[src/rtl/alu_pkg.sv]
// Shared opcodes, FSM states and flag bundle for the sequential ALU.
// The multiply/divide engine is compiled in only when ALU_MULDIV_EN is defined.
package alu_pkg;

    localparam logic [3:0] OP_ADD = 4'd0;
    localparam logic [3:0] OP_SUB = 4'd1;
    localparam logic [3:0] OP_AND = 4'd2;
    localparam logic [3:0] OP_OR  = 4'd3;
    localparam logic [3:0] OP_XOR = 4'd4;
    localparam logic [3:0] OP_NOR = 4'd5;
    localparam logic [3:0] OP_NOT = 4'd6;
    localparam logic [3:0] OP_SHL = 4'd7;
    localparam logic [3:0] OP_SHR = 4'd8;
    localparam logic [3:0] OP_SAR = 4'd9;
    localparam logic [3:0] OP_INC = 4'd10;
    localparam logic [3:0] OP_DEC = 4'd11;
    localparam logic [3:0] OP_MUL = 4'd12;
    localparam logic [3:0] OP_DIV = 4'd13;
    localparam logic [3:0] OP_REM = 4'd14;
    localparam logic [3:0] OP_CMP = 4'd15;

    typedef enum logic [1:0] {
        IDLE = 2'd0,
        BUSY = 2'd1,
        DONE = 2'd2
    } state_t;

    typedef struct packed {
        logic zero;
        logic carry;
        logic overflow;
        logic negative;
    } flags_t;

    function automatic logic is_muldiv(input logic [3:0] op);
        return (op == OP_MUL) || (op == OP_DIV) || (op == OP_REM);
    endfunction

endpackage

[src/rtl/alu_muldiv_seq.sv]
// Iterative shift-add multiplier and restoring divider, one bit per cycle.
// The first iteration runs in the start cycle so the result is ready WIDTH cycles later.
module alu_muldiv_seq
    import alu_pkg::*;
#(
    parameter int WIDTH = 8
) (
    input  logic             clk,
    input  logic             rst_n,
    input  logic             start,
    input  logic [3:0]       op,
    input  logic [WIDTH-1:0] a,
    input  logic [WIDTH-1:0] b,
    output logic             done,
    output logic [WIDTH-1:0] result,
    output logic             div0,
    output logic             hi_nonzero
);

    localparam int CW = $clog2(WIDTH + 1);

    logic [WIDTH-1:0] hi, lo, b_r;
    logic [3:0]       op_r;
    logic [CW-1:0]    cnt;
    logic             busy;

    logic [WIDTH-1:0] cur_hi, cur_lo, cur_b;
    logic             cur_mul;
    logic [WIDTH:0]   sum, rem_try;
    logic             ge;
    logic [WIDTH-1:0] nx_hi, nx_lo;

    // In the start cycle the step works on the incoming operands directly
    always_comb begin
        cur_hi  = start ? '0 : hi;
        cur_lo  = start ? a  : lo;
        cur_b   = start ? b  : b_r;
        cur_mul = start ? (op == OP_MUL) : (op_r == OP_MUL);
        sum     = {1'b0, cur_hi} + (cur_lo[0] ? {1'b0, cur_b} : '0);
        rem_try = {cur_hi, cur_lo[WIDTH-1]};
        ge      = rem_try >= {1'b0, cur_b};
        if (cur_mul) begin
            nx_hi = sum[WIDTH:1];
            nx_lo = {sum[0], cur_lo[WIDTH-1:1]};
        end else begin
            nx_hi = ge ? WIDTH'(rem_try - {1'b0, cur_b})
                       : rem_try[WIDTH-1:0];
            nx_lo = {cur_lo[WIDTH-2:0], ge};
        end
    end

    assign done = busy && (cnt == CW'(WIDTH));

    always_ff @(posedge clk or negedge rst_n) begin
        if (!rst_n) begin
            hi   <= '0;
            lo   <= '0;
            b_r  <= '0;
            op_r <= OP_MUL;
            cnt  <= '0;
            busy <= 1'b0;
        end else if (start) begin
            hi   <= nx_hi;
            lo   <= nx_lo;
            b_r  <= b;
            op_r <= op;
            cnt  <= CW'(1);
            busy <= 1'b1;
        end else if (busy && !done) begin
            hi  <= nx_hi;
            lo  <= nx_lo;
            cnt <= cnt + CW'(1);
        end else if (done) begin
            busy <= 1'b0;
        end
    end

    assign result     = (op_r == OP_REM) ? hi : lo;
    assign div0       = (b_r == '0);
    assign hi_nonzero = |hi;

endmodule

[src/rtl/alu_seq.sv]
// Registered ALU with valid/ready on both sides; define ALU_MULDIV_EN
// to build the iterative MUL/DIV/REM engine, otherwise those ops report overflow.
module alu_seq
    import alu_pkg::*;
#(
    parameter int WIDTH = 8
) (
    input  logic             clk,
    input  logic             rst_n,
    input  logic             in_valid,
    output logic             in_ready,
    input  logic [WIDTH-1:0] x,
    input  logic [WIDTH-1:0] y,
    input  logic [3:0]       sel,
    output logic             out_valid,
    input  logic             out_ready,
    output logic [WIDTH-1:0] out,
    output logic             zero,
    output logic             carry,
    output logic             overflow,
    output logic             negative
);

    localparam int MSB = WIDTH - 1;

    state_t           state, state_nx;
    logic [WIDTH-1:0] out_r;
    flags_t           flg_r;
    logic             accept;
    logic             md_sel, md_done, md_div0, md_hi_nz;
    logic [WIDTH-1:0] md_res;
    flags_t           md_flg;

    assign accept = in_valid && in_ready;

`ifdef ALU_MULDIV_EN
    logic md_mul;

    assign md_sel = is_muldiv(sel);

    alu_muldiv_seq #(.WIDTH(WIDTH)) u_muldiv (
        .clk        (clk),
        .rst_n      (rst_n),
        .start      (accept && md_sel),
        .op         (sel),
        .a          (x),
        .b          (y),
        .done       (md_done),
        .result     (md_res),
        .div0       (md_div0),
        .hi_nonzero (md_hi_nz)
    );

    always_ff @(posedge clk or negedge rst_n) begin
        if (!rst_n)
            md_mul <= 1'b0;
        else if (accept)
            md_mul <= (sel == OP_MUL);
    end

    always_comb begin
        md_flg.zero     = (md_res == '0);
        md_flg.carry    = md_mul && md_hi_nz;
        md_flg.overflow = md_mul ? md_hi_nz : md_div0;
        md_flg.negative = md_res[MSB];
    end
`else
    assign md_sel   = 1'b0;
    assign md_done  = 1'b0;
    assign md_div0  = 1'b0;
    assign md_hi_nz = 1'b0;
    assign md_res   = '0;
    assign md_flg   = '0;
`endif

    logic [WIDTH-1:0] opb, res;
    logic [WIDTH:0]   add_s, sub_d;
    logic             add_v, sub_v, c, v;

    // INC/DEC reuse the adder with the second operand forced to one
    always_comb begin
        opb   = ((sel == OP_INC) || (sel == OP_DEC))
              ? WIDTH'(1) : y;
        add_s = {1'b0, x} + {1'b0, opb};
        sub_d = {1'b0, x} - {1'b0, opb};
        add_v = (x[MSB] == opb[MSB]) && (add_s[MSB] != x[MSB]);
        sub_v = (x[MSB] != opb[MSB]) && (sub_d[MSB] != x[MSB]);
        res   = '0;
        c     = 1'b0;
        v     = 1'b0;
        unique case (sel)
            OP_ADD, OP_INC: begin
                res = add_s[MSB:0]; c = add_s[WIDTH]; v = add_v;
            end
            OP_SUB, OP_DEC: begin
                res = sub_d[MSB:0]; c = sub_d[WIDTH]; v = sub_v;
            end
            OP_CMP: begin
                res = x; c = sub_d[WIDTH]; v = sub_v;
            end
            OP_AND: res = x & y;
            OP_OR:  res = x | y;
            OP_XOR: res = x ^ y;
            OP_NOR: res = ~(x | y);
            OP_NOT: res = ~x;
            OP_SHL: begin res = {x[MSB-1:0], 1'b0};  c = x[MSB]; end
            OP_SHR: begin res = {1'b0, x[MSB:1]};    c = x[0];   end
            OP_SAR: begin res = {x[MSB], x[MSB:1]};  c = x[0];   end
            default: v = 1'b1;
        endcase
    end

    always_ff @(posedge clk or negedge rst_n) begin
        if (!rst_n)
            state <= IDLE;
        else
            state <= state_nx;
    end

    always_comb begin
        state_nx = state;
        unique case (state)
            IDLE: if (accept) state_nx = md_sel ? BUSY : DONE;
            BUSY: if (md_done) state_nx = DONE;
            DONE: if (out_ready)
                      state_nx = !accept ? IDLE : (md_sel ? BUSY : DONE);
            default: state_nx = IDLE;
        endcase
    end

    always_comb begin
        in_ready  = (state == IDLE) || ((state == DONE) && out_ready);
        out_valid = (state == DONE);
    end

    always_ff @(posedge clk or negedge rst_n) begin
        if (!rst_n) begin
            out_r <= '0;
            flg_r <= '0;
        end else if (accept && !md_sel) begin
            out_r          <= res;
            flg_r.zero     <= (res == '0);
            flg_r.carry    <= c;
            flg_r.overflow <= v;
            flg_r.negative <= res[MSB];
        end else if ((state == BUSY) && md_done) begin
            out_r <= md_res;
            flg_r <= md_flg;
        end
    end

    assign out      = out_r;
    assign zero     = flg_r.zero;
    assign carry    = flg_r.carry;
    assign overflow = flg_r.overflow;
    assign negative = flg_r.negative;

endmodule

[config.mk]
export PLATFORM = sky130hd
export DESIGN_NAME = alu_seq
export DESIGN_NICKNAME = d
export VERILOG_FILES = /design/src/rtl/alu_pkg.sv /design/src/rtl/alu_muldiv_seq.sv /design/src/rtl/alu_seq.sv
export SDC_FILE = /design/constraint.sdc
export NUM_CORES = 1
export LEC_CHECK = 0
export CORE_ASPECT_RATIO = 1.2
export CORE_MARGIN = 1
export CORE_UTILIZATION = 40
export DETAILED_ROUTE_END_ITERATION = 10
export HOLD_SLACK_MARGIN = 0.1
export MAX_ROUTING_LAYER = met4
export PLACE_DENSITY = 0.63
export SLEW_MARGIN = 10
export SYNTH_ARGS = -nofsm -noshare
export SYNTH_HDL_FRONTEND = slang
export SYNTH_SLANG_ARGS = --single-unit
export TNS_END_PERCENT = 1
[constraint.sdc]
create_clock -name clk -period 1.91 [get_ports clk]
set_clock_uncertainty 0.15 [all_clocks]
set_input_delay 0.573 -clock clk [delete_from_list [all_inputs] [get_ports clk]]
set_output_delay 0.573 -clock clk [all_outputs]
set_load 0.1 [all_outputs]
## Word-level counts from Yosys, hierarchy flattened

Cells that the tools add are included.

- Register bits after elaboration: 14
- Latch bits: 0
- Bits in writable memories: 0
- ROM bits: 0
- Bits of input ports: 24
- Output and inout bits: 14
- Word-level logic and storage cells: 57
- Memories kept: 0

- Add/subtract/negate cells: 2
- Multipliers: 0
- Div/mod/pow operators: 0
- Magnitude comparators: 0
- Equality and inequality tests: 20
- Shift operators: 0
- Multiplexer cells: 8
- Bitwise gates (word level): 6
- Reductions and logical operators: 15

Operators by type and width:

| kind | number |
|---|---|
| 8-bit one-hot mux with 11 select lines | 1 |
| 4-bit equality test, second input constant | 5 |
| 4-bit by 3-bit equality test with 1-bit output, second input constant | 4 |
| 8-bit inverter | 2 |
| 8-bit by 8-bit adder with 9-bit output | 1 |
| 8-bit by 8-bit subtractor with 9-bit output | 1 |
| 8-bit bitwise AND | 1 |
| 4-bit by 2-bit equality test with 1-bit output, second input constant | 2 |
| 8-bit zero test | 1 |
| 8-bit two-way mux | 1 |
| 8-bit OR | 1 |
| 8-bit OR reduction | 1 |
| 8-bit XOR | 1 |
| 2-bit two-way mux | 3 |
| 2-bit one-hot mux with 3 select lines | 1 |
| 2-bit OR reduction | 3 |
| 4-bit by 1-bit equality test with 1-bit output, second input constant | 1 |
| 1-bit logical AND | 4 |
| 4-bit zero test | 1 |
| 1-bit one-hot mux with 4 select lines | 1 |
| 1-bit inequality test | 3 |
| 1-bit one-hot mux with 3 select lines | 1 |
| 3-bit AND reduction | 1 |
| 3-bit OR reduction | 1 |
| 8 further kinds | 9 |

## Logic depth before layout (Yosys ltp)

Gate-level depths: netlist of run 1.

- Depth after elaboration: 7
- Depth in mapped cells: 15
- Mapped depth without buffers: 13

## Least setup slack after synthesis of run 1

No wires, ideal clock.

- Path kind: input -> register
- Start: input port sel[1]
- End: register zero (netlist name)
- Setup time: 0.092 ns
- Data arrival time: 3.061 ns
- Required time: 1.668 ns
- Slack: -1.393 ns
- Stages on the path: 14
- Path buffers: 3
- Cell sequence: buf_2 buf_6 buf_2 nand3_1 nand2_1 inv_1 fa_1 and2b_2 o21ai_0 nand2_1 a311oi_1 and3_1 nand4_1 o31ai_2

- Word-level cells in the longest chain between the ends: 6
- Elaborated cells between the ends (all ways): 21
- Classes of those cells: add/sub: 2; eq/ne: 12; mux: 2; reduce/logical: 5

RTL lines:

| item | line | text |
|---|---|---|
| from (decl) | alu_seq.sv:14 | `input logic [3:0] sel,` |
| 4-bit equality test | alu_seq.sv:82, alu_seq.sv:91 |  |
| 1-bit logical OR | alu_seq.sv:82 | `opb = ((sel == OP_INC) \|\| (sel == OP_DEC))` |
| 8-bit two-way mux | alu_seq.sv:83 | `? WIDTH'(1) : y;` |
| 8-bit by 8-bit subtractor with 9-bit output or 8-bit by 8-bit adder with 9-bit output (tied branches) | alu_seq.sv:85, alu_seq.sv:84 |  |
| 8-bit one-hot mux with 11 select lines (*) | alu_seq.sv:91 | `unique case (sel)` |
| 8-bit zero test (*) | alu_seq.sv:142 | `flg_r.zero <= (res == '0);` |

Mark *: on every way between the ends. The rest lies on a longest branch, timed or not.
A chain may end at the register's enable or synchronous reset.

## Worst setup path in the final report of run 1

- Start: input port sel[1]
- End: register overflow (netlist name)

- Word-level cells in the longest chain between the ends: 7
- Elaborated cells between the ends (all ways): 27
- Classes of those cells: add/sub: 2; eq/ne: 16; mux: 2; reduce/logical: 7

RTL lines:

| item | line |
|---|---|
| 4-bit equality test | alu_seq.sv:82, alu_seq.sv:91 |
| 1-bit logical OR | alu_seq.sv:82 |
| 8-bit two-way mux | alu_seq.sv:83 |
| 8-bit by 8-bit subtractor with 9-bit output or 8-bit by 8-bit adder with 9-bit output (tied branches) | alu_seq.sv:85, alu_seq.sv:84 |
| 1-bit inequality test (on tied branches) | alu_seq.sv:87, alu_seq.sv:86 |
| 1-bit logical AND (on tied branches) | alu_seq.sv:87, alu_seq.sv:86 |
| 1-bit one-hot mux with 3 select lines (*) | alu_seq.sv:91 |

Marked as above.

==> results of run 1 <==
## cell usage in the layout (no fill, tap or decap), types with 5 or more instances in the layout
cell             count
buf_4              101
inv_1               29
nand2_1             25
ha_1                24
nor2_1              17
buf_12              15
a21oi_1             13
dfrtp_1             12
dlygate4sd2_1       10
nor3_1               9
o21ai_0              9
a31oi_1              8
ha_4                 8
buf_6                8
nand3_1              7
nor2b_1              6
mux2_2               6
nand2_4              5
nand2b_1             5
clkdlybuf4s50_1      5
## what timing repair did
action                                  CTS  global route
endpoints found under the setup margin   12            12
gates cloned                              0             0
resized for setup                        63            25
pin swaps                                24            18
buffers inserted                         16             2
## stage by stage
step	setup slack, ps	hold slack [ps]	area, µm²	util (%)
6_report	-774.5	389.8	4121	71.76
5_1_grt	-849.1	423.4	4121	71.76
2_1_floorplan	-1039	127.4	2572	-
3_3_place_gp	-1498	377.2	3721	64.79
4_1_cts	-849.6	393.3	4020	70.00
3_5_place_dp	-1532	381.2	3721	64.79
## registers in the layout, summed over array words and instances (netlist names)
name / flops
out: 8
carry: 1
overflow: 1
state: 1
zero: 1
## metal layers
layer | share of wire, % | track usage [%]
met4 | 3.4 | 12.48
met1 | 40 | 32.40
met3 | 3.0 | 1.736
met2 | 54 | 56.84
met5 | 0 | -
## how the worst max path moves through the flow
stage,end,startpoint
2_1_floorplan,zero,sel[1]
3_3_place_gp,zero,sel[2]
3_5_place_dp,zero,sel[2]
4_1_cts,zero,sel[2]
5_1_grt,zero,sel[2]
6_report,overflow,sel[1]
## logic make-up (layout without fill, tap and decap cells)
| family | count (synthesis) | in the layout | share of synthesized area [%] |
|---|---|---|---|
| multiplexers | 12 | 12 | 5.345 |
| flip-flops | 12 | 12 | 12.45 |
| buffers and inverters | 53 | 181 | 9.859 |
| AO/OA/AOI/OAI | 89 | 89 | 26.26 |
| adder cells (fa/ha/maj) | 36 | 36 | 19.30 |
| AND/OR/NAND/NOR | 110 | 110 | 24.23 |
| XOR/XNOR | 7 | 7 | 2.543 |
## power by group
group	switching [mW]	leakage [nW]	internal, mW
logic	0.885	1.76	0.709
registers	0.0510	0.146	0.299
clock network	0.0901	0.0288	0.182
## layout make-up
type	count	area, µm²	share of cell area (%)
flip-flops and latches	12	300.3	7.286
clock buffers	4	55.05	1.336
inverters	33	126.4	3.066
well taps	80	100.1	2.429
repair buffers	144	1326	32.18
multi-input cells	254	2213	53.70
==> results.cfg, run 1 <==
[global_route]
grt_pass1_wl_um = 14230
antenna_found_initial = 0
track_usage_pct = 30.19
grt_pass1_vias = 2891
gr-total-overflow = 0
grt_max_degree = 39

[worst_setup_path]
cp-end-kind = register
crit_path_max_fanout = 6
path_delay_family = compound AO/OA/AOI/OAI gates
reg2reg_setup_slack_ps = 170
slowest_stage = a2111oi_4
critPathKind = in -> reg
critPathBufInv = 4
r2r-end = zero
crit_chain = buf_6 -> nand3_4 -> buf_6 -> nand2_4 -> ha_4 -> buf_4 -> buf_4 -> o2111ai_2 -> a31o_4 -> mux2i_2 -> a2111oi_4 -> nor4_2 -> a21o_1
cp.depth = 13
max_stage_delay_ps = 340
critPathArrivalTime_ps = 2660
r2r_cells = 7
crit_required_ps = 1890
reg2reg_from = state[1]
worstSetupStartpointType = input port

[detailed_routing]
ant_nets = 0
via_per_inst = 5.421
wire_per_inst_um = 16.69
drc_errors = 0
vias = 2857
dr.first_iter.drc_count = 138
wirelength_um = 8794
drt_first_pass_iters = 5

[timing]
fmax_mhz = 372.5
rsz0062_at_grt = yes
slew_violations = 0
setup_viol = 11
tightest_slew_ps = 545.6
layout_min_cycle_time_ps = 2684
max_slew_margin_pct = 63.49
fin_setup_tns_ps = -7063
hold_viol_final = 0
min_period_over_period_pct = 140.5
setup_slack_ps = -774.5

[placed_design]
dpl.hpwl_um = 6929
dp_cells = 505
gp_congestion = 0.9084
io_buffers = 37

[outcome]
status = finished with violations
violations = negative setup slack

[yosys]
netlist_area_um2 = 2411
synth_common_cells = ha_1, inv_1, nand2_1
synth.area.top_cells = ha_1, dfrtp_1, inv_1, nand2_1, a21oi_1
synth_top_area_cell = ha_1
synthCells = 319
yosysTopAreaCellShare_pct = 17.64
synth-main-ff-cell = dfrtp_1
post-synth-top-count-cell = ha_1
syn_area_per_cell_um2 = 7.558
ys_seq_elements = 12
yosysSeqAreaShare_pct = 12.45
postSynthNetCount = 379
synth_edf_count = 0
async_flop_share_pct = 100.0
ys_types = 69
yosys_warnings = 0

[cts]
numCtsBuffers = 3
cts_tree = yes
cts.sinks = 12
cts_hold_buf = 0
path_clk_slew_ps = 50
cts_root_buffer = clkbuf_8
htreeDepth = 1
clkLatencyLatePin_ps = 240
clock_path_buffers = 2

[cells_and_area]
nets = 508
n_antenna_cell = 0
fillers = 457
final_cells = 527
drive_gt1_share_pct = 43.85
area_growth_pct = 70.94

[floorplan]
die_area_um2 = 6344
initial_utilization_pct = 41.98
ios = 38
fp.dieH_um = 87.05
rows = 30
core-area_um2 = 5743
die_x_um = 72.88

[hold_path]
min_to = overflow
hold_path.startpoint = overflow
hold_path_class = reg -> reg
whs_path_depth = 1

[power]
worst_ir_drop_vdd_mv = 0.3385
leakage_nw = 1.940
cellPowerDensity_nw_per_um2 = 537.6
total_power_mw = 2.216

[flow_run]
drv_cap = 0
Power figures use the tool's default switching activity.
==> run 2, diff against run 1 <==
--- a/config.mk
+++ b/config.mk
@@ -12,7 +12,7 @@
 export HOLD_SLACK_MARGIN = 0.1
 export MAX_ROUTING_LAYER = met4
 export PLACE_DENSITY = 0.63
-export SLEW_MARGIN = 10
+export SLEW_MARGIN = 40
 export SYNTH_ARGS = -nofsm -noshare
 export SYNTH_HDL_FRONTEND = slang
 export SYNTH_SLANG_ARGS = --single-unit
==> results of run 2 <==
No change in the layout: final DEF, timing and power equal those of run 1.
